### config.mk
export PLATFORM = sky130hd
export DESIGN_NAME = frame_disassembly
export DESIGN_NICKNAME = d
export VERILOG_FILES = /design/src/rtl/frame_disassembly.sv
export SDC_FILE = /design/constraint.sdc
export NUM_CORES = 1
export LEC_CHECK = 0
export ABC_CLOCK_PERIOD_IN_PS = 2100
export BUFFER_PORTS_ARGS = -buffer_cell sky130_fd_sc_hd__buf_4
export CAP_MARGIN = 10
export CORE_UTILIZATION = 38
export CTS_CLUSTER_DIAMETER = 150
export DETAILED_ROUTE_END_ITERATION = 8
export GPL_TIMING_DRIVEN = 0
export HOLD_SLACK_MARGIN = 0.05
export PLACE_DENSITY = 0.62
export SLEW_MARGIN = 0
export SYNTH_ARGS = -nofsm -noshare
export SYNTH_HDL_FRONTEND = slang
export SYNTH_SLANG_ARGS = --single-unit
### constraint.sdc
create_clock -name clk -period 2.1 [get_ports clk]
set_input_delay 0 -clock clk [delete_from_list [all_inputs] [get_ports clk]]
set_output_delay 0 -clock clk [all_outputs]
set_load 0.02 [all_outputs]
### src/rtl/frame_disassembly.sv
// Serial frame receiver: hunts for the sync word, shifts in a MSB-first payload, checks parity.
// Optional frame/parity-error statistics are enabled with FRAME_DISASSEMBLY_STATS_EN.
module frame_disassembly #(
   parameter int unsigned             DATA_W     = 28,
   parameter int unsigned             SYNC_W     = 8,
   parameter logic [SYNC_W-1:0]       SYNC_WORD  = 8'hA5,
   parameter bit                      PARITY_ODD = 1'b0
) (
   input  logic              clk,
   input  logic              rst,
   input  logic              din,
   input  logic              vin,
   output logic [DATA_W-1:0] dout,
   output logic              vout,
   output logic              perr,
   output logic              busy
`ifdef FRAME_DISASSEMBLY_STATS_EN
   ,
   output logic [15:0]       frame_cnt,
   output logic [15:0]       perr_cnt,
   input  logic              stats_clr
`endif
);

   localparam int unsigned CNT_W = $clog2(DATA_W);

   typedef enum logic [1:0] {HUNT, PAYLOAD, PARITY} state_t;

   state_t            state, state_nxt;
   logic [SYNC_W-1:0] sreg;
   logic [SYNC_W-1:0] sreg_shift;
   logic [DATA_W-1:0] pay;
   logic [CNT_W-1:0]  cnt;
   logic              deliver;
   logic              err;

   // State register
   always_ff @(posedge clk or negedge rst) begin
      if (!rst) state <= HUNT;
      else      state <= state_nxt;
   end

   // Next state and frame-complete strobe
   always_comb begin
      state_nxt  = state;
      deliver    = 1'b0;
      sreg_shift = {sreg[SYNC_W-2:0], din};
      err        = ((^pay) ^ din) != PARITY_ODD;
      case (state)
         HUNT:    if (vin && sreg_shift == SYNC_WORD) state_nxt = PAYLOAD;
         PAYLOAD: if (vin && cnt == CNT_W'(DATA_W-1)) state_nxt = PARITY;
         PARITY:  if (vin) begin
                     state_nxt = HUNT;
                     deliver   = 1'b1;
                  end
         default: state_nxt = HUNT;
      endcase
   end

   // Datapath and registered outputs
   always_ff @(posedge clk or negedge rst) begin
      if (!rst) begin
         sreg <= '0;
         pay  <= '0;
         cnt  <= '0;
         dout <= '0;
         vout <= 1'b0;
         perr <= 1'b0;
         busy <= 1'b0;
      end else begin
         vout <= deliver;
         busy <= (state_nxt != HUNT);
         if (vin) begin
            case (state)
               HUNT: begin
                  sreg <= sreg_shift;
                  cnt  <= '0;
               end
               PAYLOAD: begin
                  pay <= {pay[DATA_W-2:0], din};
                  cnt <= cnt + CNT_W'(1);
               end
               PARITY: sreg <= '0;  // no sync overlap with the finished frame
               default: sreg <= '0;
            endcase
         end
         if (deliver) begin
            dout <= pay;
            perr <= err;
         end
      end
   end

`ifdef FRAME_DISASSEMBLY_STATS_EN
   // Saturating counters; clear takes effect before a same-cycle increment
   always_ff @(posedge clk or negedge rst) begin
      if (!rst) begin
         frame_cnt <= '0;
         perr_cnt  <= '0;
      end else begin
         if (stats_clr)
            frame_cnt <= deliver ? 16'd1 : 16'd0;
         else if (deliver && frame_cnt != 16'hFFFF)
            frame_cnt <= frame_cnt + 16'd1;

         if (stats_clr)
            perr_cnt <= (deliver && err) ? 16'd1 : 16'd0;
         else if (deliver && err && perr_cnt != 16'hFFFF)
            perr_cnt <= perr_cnt + 16'd1;
      end
   end
`endif

endmodule
==> flow_summary_export.csv, run 1 <==
group,metric,value,unit
outcome,status,"complete, no violations",
sta,slew_headroom,38.33,%
sta,finalSetupViolCount,0,
setup_path,slowest_delay,0.42,ns
die,die_w,92.60,microns
cts,cts_sinks,73,
cts,worstSkewPairLatency,0.34,ns
sta,min_period,1.965,ns
cts,post_cts.repair.setup_buffers,0,
cts,cts_buffers,9,
die,ios,35,
drt,drt_iter0_drc,81,
setup_path,cp_top_family,"XOR/XNOR gates",
yosys,ys_seq_area_share,58.56,%
sta,fmax,0.5090,GHz
setup_path,cp_data_arrival_time,2.24,ns
cts,cts.path.max_buffers,2,
placement,place_congestion,0.7939,
yosys,synth_seq_cells,73,
die,fp.dieArea,8575,sq um
drt,dr.pass1.iters,4,
power,p_per_area,794.9,nW/um^2
cts,root_buffer,"clkbuf_8",
hold_path,hold_path.class,"input pin to flip-flop",
drt,final_antenna_net_count,0,
setup_path,startpoint_type,"flip-flop",
yosys,async_reset_ff_share,100.0,%
global_route,grt_pass1_vias,1798,
global_route,grt_pass1_wl,9080,microns
drt,m1WireLength,2580,microns
finish,finish.net_count,274,
yosys,synth_top_area_share,58.56,%
setup_path,r2r_cells,5,
yosys,ys_types,28,
die,fp.coreArea,7848,sq um
power,leakagePower,0.001945,uW
sta,fin_worst_skew,0.005573,ns
sta,fin_crit_sh,93.55,%
setup_path,crit_path_cell_trace,"xor2_1 > xnor3_1 > xnor3_1 > xnor3_1 > o21ai_1",
global_route,antenna_found_initial,0,
sta,hold_viol_final,0,
global_route,grt_overflow_total,0,
placement,port-buffer-count,34,
drt,met3WireLength,256,microns
sta,final.setup.tns,0,ns
finish,antennaDiodeCount,0,
global_route,grt_max_degree,74,
finish,syn_to_final_growth,20.10,%
yosys,yosysMostFrequentCell,"dfrtp_1",
yosys,synth_edf_count,0,
drt,num_vias,1886,
run,cap_violations,0,
sta,tightest_slew,0.9250,ns
yosys,synth_cells,222,
yosys,ys.flop_type,"dfrtp_1",
die,die_h,92.60,microns
drt,wl_met2,2429,microns
setup_path,critPathBufInv,0,
yosys,yosysWarnings,0,
placement,hpwl,3449,microns
hold_path,holdPathStages,4,
drt,top_layer_used,"met4",
drt,wl_per_cell,14.25,microns
global_route,grtUsageTotal,13.90,%
finish,fin_cells,376,
setup_path,end_kind,"flip-flop",
drt,routed_wl,5357,microns
yosys,synth_area,3119,sq um
cts,cts_tree,"built",
finish,layout-drive-gt1-share,40.51,%
setup_path,path_class,"flip-flop to flip-flop",
power,power.total,2978,uW
yosys,synth_common_cells,"dfrtp_1, mux2_2, xnor2_1, clkbuf_1",
setup_path,cp_max_fo,4,
setup_path,slowest_stage,"dfrtp_1",
yosys,synth.area.top_cells,"dfrtp_1, mux2_2, xnor2_1",
sta,slew_violations,0,
power,ir_drop,399.4,uV
cts,htreeDepth,3,
setup_path,cp_num_cells,5,
setup_path,crit_top_cell,"xnor3_1",
cts,clkTransAtPathRegs,0.07,ns
die,rows,32,
yosys,syn_nets,227,
placement,dp_cells,358,
yosys,syn_area_per_cell,14.05,sq um
die,start_util,39.75,%
setup_path,reg2reg_slack,0.14,ns
drt,drc,0,
setup_path,cp.required,2.37,ns
yosys,yosys.area.top_type,"dfrtp_1",
drt,via_per_inst,5.016,
sta,rsz0062_at_grt,"false",
-- cell families (layout without fill, tap and decap cells) --
| family | after synthesis | after routing | synth area share [%] |
|---|---|---|---|
| fa+ha+maj | 1 | 1 | 0.4011 |
| simple gates | 25 | 25 | 4.252 |
| xor+xnor | 25 | 25 | 8.343 |
| buf+inv | 14 | 66 | 1.765 |
| flops | 73 | 73 | 58.56 |
| compound gates | 27 | 27 | 6.137 |
| mux | 57 | 57 | 20.54 |
-- layout make-up --
type / count / area (sq um)
Buffer: 11 / 47.55
Inverter: 3 / 11.26
Timing Repair Buffer: 36 / 275.3
Clock inverter: 5 / 78.83
Multi-Input combinational cell: 135 / 1237
Clock buffer: 11 / 141.4
Fill cell: 741 / 4101
Tap cell: 102 / 127.6
Sequential cell: 73 / 1827
-- cells in the final DEF, fill, tap and decap left out --
cell,synthesis,final
a21oi_1,6,6
nor4bb_1,1,1
a22o_1,3,3
dlygate4sd3_1,0,2
dfrtp_1,73,73
xnor3_1,3,3
nor4_1,1,1
a22oi_1,4,4
nor3_1,2,2
xor2_1,4,4
nand2b_1,1,1
buf_4,0,34
nand2_1,7,7
buf_2,2,2
and3_1,5,5
inv_1,3,3
a31o_2,1,1
and4b_1,1,1
mux2_2,56,56
clkinv_2,0,2
nor2_1,3,3
a21o_1,2,2
ha_1,1,1
clkbuf_1,9,7
mux2i_1,1,1
clkbuf_8,0,10
clkinv_4,0,1
nand3_1,3,3
bufinv_16,0,2
o21ai_0,3,3
xnor2_1,18,18
nand4_1,1,1
o21ai_1,1,1
clkbuf_2,0,3
o2bb2ai_1,7,7
-- routing by layer --
metal | track usage [%] | vias up
met3 | 5.501 | 6
met5 | 0 | -
met4 | 5.469 | 0
li1 | - | 884
met2 | 19.75 | 42
met1 | 18.93 | 954
-- power breakdown --
part / total [uW] / switching, uW / internal (uW) / leakage [uW]
Sequential: 1520 / 55.4 / 1460 / 0.00101
Clock: 1210 / 509 / 700 / 0.000113
Combinational: 248 / 120 / 128 / 0.000821
-- tightest hold or removal path, delay by kind of cell --
kind,cells,cell delay (ns)
and+or+nand+nor,1,0.16
AOI/OAI and AO/OA,2,0.16
buffers and inverters,1,0.12
-- flip-flops by register name, summed over array words and instances (netlist names) --
register	cells
dout	28
pay	28
sreg	7
cnt	5
state	2
busy	1
perr	1
vout	1
-- worst paths after layout --
check | start | to
worst min register to register | dout[4] | dout[4]
max in group asynchronous | rst | vout
min in group asynchronous | rst | dout[2]
worst max register to register | pay[11] | perr
worst max-delay path | pay[11] | perr
worst min-delay path | vin | sreg[0]
-- metrics by stage --
step | utilization [%] | hold slack (ns) | setup slack (ns) | instance area [sq um]
after detailed placement | 44.63 | 0.2072 | -0.07756 | 3502
after global placement | 44.63 | 0.2035 | -0.05855 | 3502
after global routing | 47.74 | 0.1545 | 0.02812 | 3746
after floorplan | - | -0.2956 | 0.2805 | 3119
after CTS | 47.70 | 0.1181 | 0.07651 | 3744
final | 47.74 | 0.1298 | 0.1354 | 3746
-- repair_timing --
item	in CTS	in global routing
hold endpoints to repair	74	0
gates resized for setup	1	4
setup endpoints to repair	9	19
pin swaps	0	0
hold buffers	2	0
Power figures use the tool's default switching activity.
==> run 2: changes to the inputs <==
ABC_CLOCK_PERIOD_IN_PS = 1800   (was 2100)
PLACE_DENSITY = 0.64   (was 0.62)
clock period = 1.8 ns   (was 2.1 ns; I/O delays follow)
==> flow_summary_export.csv, run 2 (synthesis gave the netlist of run 1 again) <==
group,metric,value,unit
drt,dr.pass1.iters,4,
global_route,grt_pass1_wl,9204,microns
finish,layout_common_cells,"dfrtp_1, mux2_2, buf_4",
drt,num_vias,1865,
finish,finish.net_count,275,
die,start_util,39.75,%
die,rows,32,
sta,min_period,1.660,ns
power,swShare,22.87,%
power,pwr-share-clk,41.1,%
drt,wl_met2,2506,microns
power,power.total,3512,uW
die,ios,35,
cts,root_buffer,"clkbuf_8",
drt,routed_wl,5319,microns
setup_path,path_class,"flip-flop to flip-flop",
power,ir_drop,548.7,uV
global_route,grt_overflow_total,0,
placement,place_congestion,0.7226,
drt,final_antenna_net_count,0,
cts,cts_tree,"built",
drt,via_per_inst,4.947,
hold_path,hold_path.class,"input pin to flip-flop",
cts,htreeDepth,3,
setup_path,slowest_delay,0.49,ns
drt,drc,0,
setup_path,startpoint_type,"flip-flop",
die,fp.dieArea,8575,sq um
sta,fmax,0.6022,GHz
finish,antennaDiodeCount,0,
global_route,grt_max_degree,74,
setup_path,cp_num_cells,4,
cts,cts.path.max_buffers,2,
setup_path,slowest_stage,"dfrtp_1",
drt,met3WireLength,214,microns
power,cell_internal_pwr,2709,uW
placement,port-buffer-count,34,
setup_path,critPathBufInv,2,
cts,clkTransAtPathRegs,0.08,ns
global_route,grtUsageTotal,14.27,%
setup_path,cp.required,2.02,ns
global_route,antenna_found_initial,0,
sta,final.setup.tns,0,ns
finish,syn_to_final_growth,20.82,%
power,p_comb_share,8.1,%
run,cap_violations,0,
setup_path,r2r_cells,4,
finish,layout-drive-gt1-share,41.45,%
drt,drt_iter0_drc,53,
setup_path,end_kind,"flip-flop",
sta,fin_worst_skew,0.009744,ns
setup_path,crit_path_cell_trace,"nand2_1 > clkbuf_2 > clkbuf_4 > mux2_2",
hold_path,holdPathStages,4,
placement,hpwl,3462,microns
cts,cts_buffers,9,
sta,worst_hold_slack,0.1316,ns
cts,worstSkewPairLatency,0.34,ns
sta,fin_crit_sh,92.25,%
finish,design_area,3769,sq um
die,die_w,92.60,microns
cts,cts_sinks,73,
setup_path,cp_data_arrival_time,1.88,ns
setup_path,cp_max_fo,10,
global_route,grt_pass1_vias,1853,
drt,m1WireLength,2505,microns
setup_path,cp_top_family,"buffers and inverters",
sta,slew_headroom,41.04,%
finish,reg.largest.list,"dout x28, pay x28, sreg x7",
drt,top_layer_used,"met4",
die,fp.coreArea,7848,sq um
power,p_switching,803.0,uW
drt,wl_per_cell,14.11,microns
placement,placedInstanceArea,3502,sq um
power,p_per_area,931.8,nW/um^2
sta,rsz0062_at_grt,"false",
die,die_h,92.60,microns
sta,finalSetupViolCount,0,
finish,mostFrequentLayoutCell,"dfrtp_1",
sta,slew_violations,0,
sta,hold_viol_final,0,
finish,finalCoreUtilization,48.02,%
outcome,status,"complete, no violations",
power,p_seq_share,50.8,%
power,leakagePower,0.001960,uW
sta,tightest_slew,0.8845,ns
-- run 2: worst paths after layout --
check / start / endpoint / slack (ns)
hold reg to reg: perr / perr / 0.50
setup reg to reg: state[0] / pay[25] / 0.14
hold / removal: vin / sreg[0] / 0.13
setup / recovery: state[0] / pay[25] / 0.14
min in group asynchronous: rst / dout[6] / 0.32
max in group asynchronous: rst / pay[24] / 0.90
-- run 2: what timing repair did --
action                                  4_1_cts  5_1_grt
gates resized for setup                       4        0
hold buffers                                  2        0
pin swaps                                     3        0
endpoints found under the setup margin       21       39
endpoints found under the hold margin        74        0
gates cloned                                  0        0
buffers inserted                              2        0
-- run 2: layout make-up --
type,instances,area (sq um)
plain buffers,10,46.29
multi-input cells,135,1237
well taps,102,127.6
inverters,3,11.26
flip-flops and latches,73,1827
clock buffers,11,151.4
repair buffers,38,290.3
fillers,715,4079
clock inverters,5,77.57
-- run 2: power by group through the flow --
stage / sequential [uW] / combinational [uW] / clock, uW
6_report: 1780 / 286 / 1440
5_1_grt: 1790 / 323 / 1560
4_1_cts: 1770 / 302 / 1490
3_5_place_dp: 1800 / 313 / 0
3_3_place_gp: 1800 / 306 / 0
2_1_floorplan: 1790 / 228 / 0
-- run 2: stage by stage --
| step | setup WS [ns] | cells |
|---|---|---|
| after floorplan | 0.03284 | 222 |
| after global placement | -0.3397 | 358 |
| after detailed placement | -0.3773 | 358 |
| after CTS | 0.02463 | 378 |
| after global routing | 0.01315 | 377 |
| final | 0.1395 | 377 |
-- run 2: routing by layer --
layer	vias up	global-route usage, %
met2	39	21.73
li1	884	-
met5	-	0
met4	0	7.422
met1	934	18.25
met3	8	4.433
-- run 2: worst reg2reg max path, delay by kind of cell, from the launching register on --
kind / cells / cell delay (ns)
simple gates: 1 / 0.14
buf+inv: 2 / 0.55
flops: 1 / 0.49
mux: 1 / 0.35
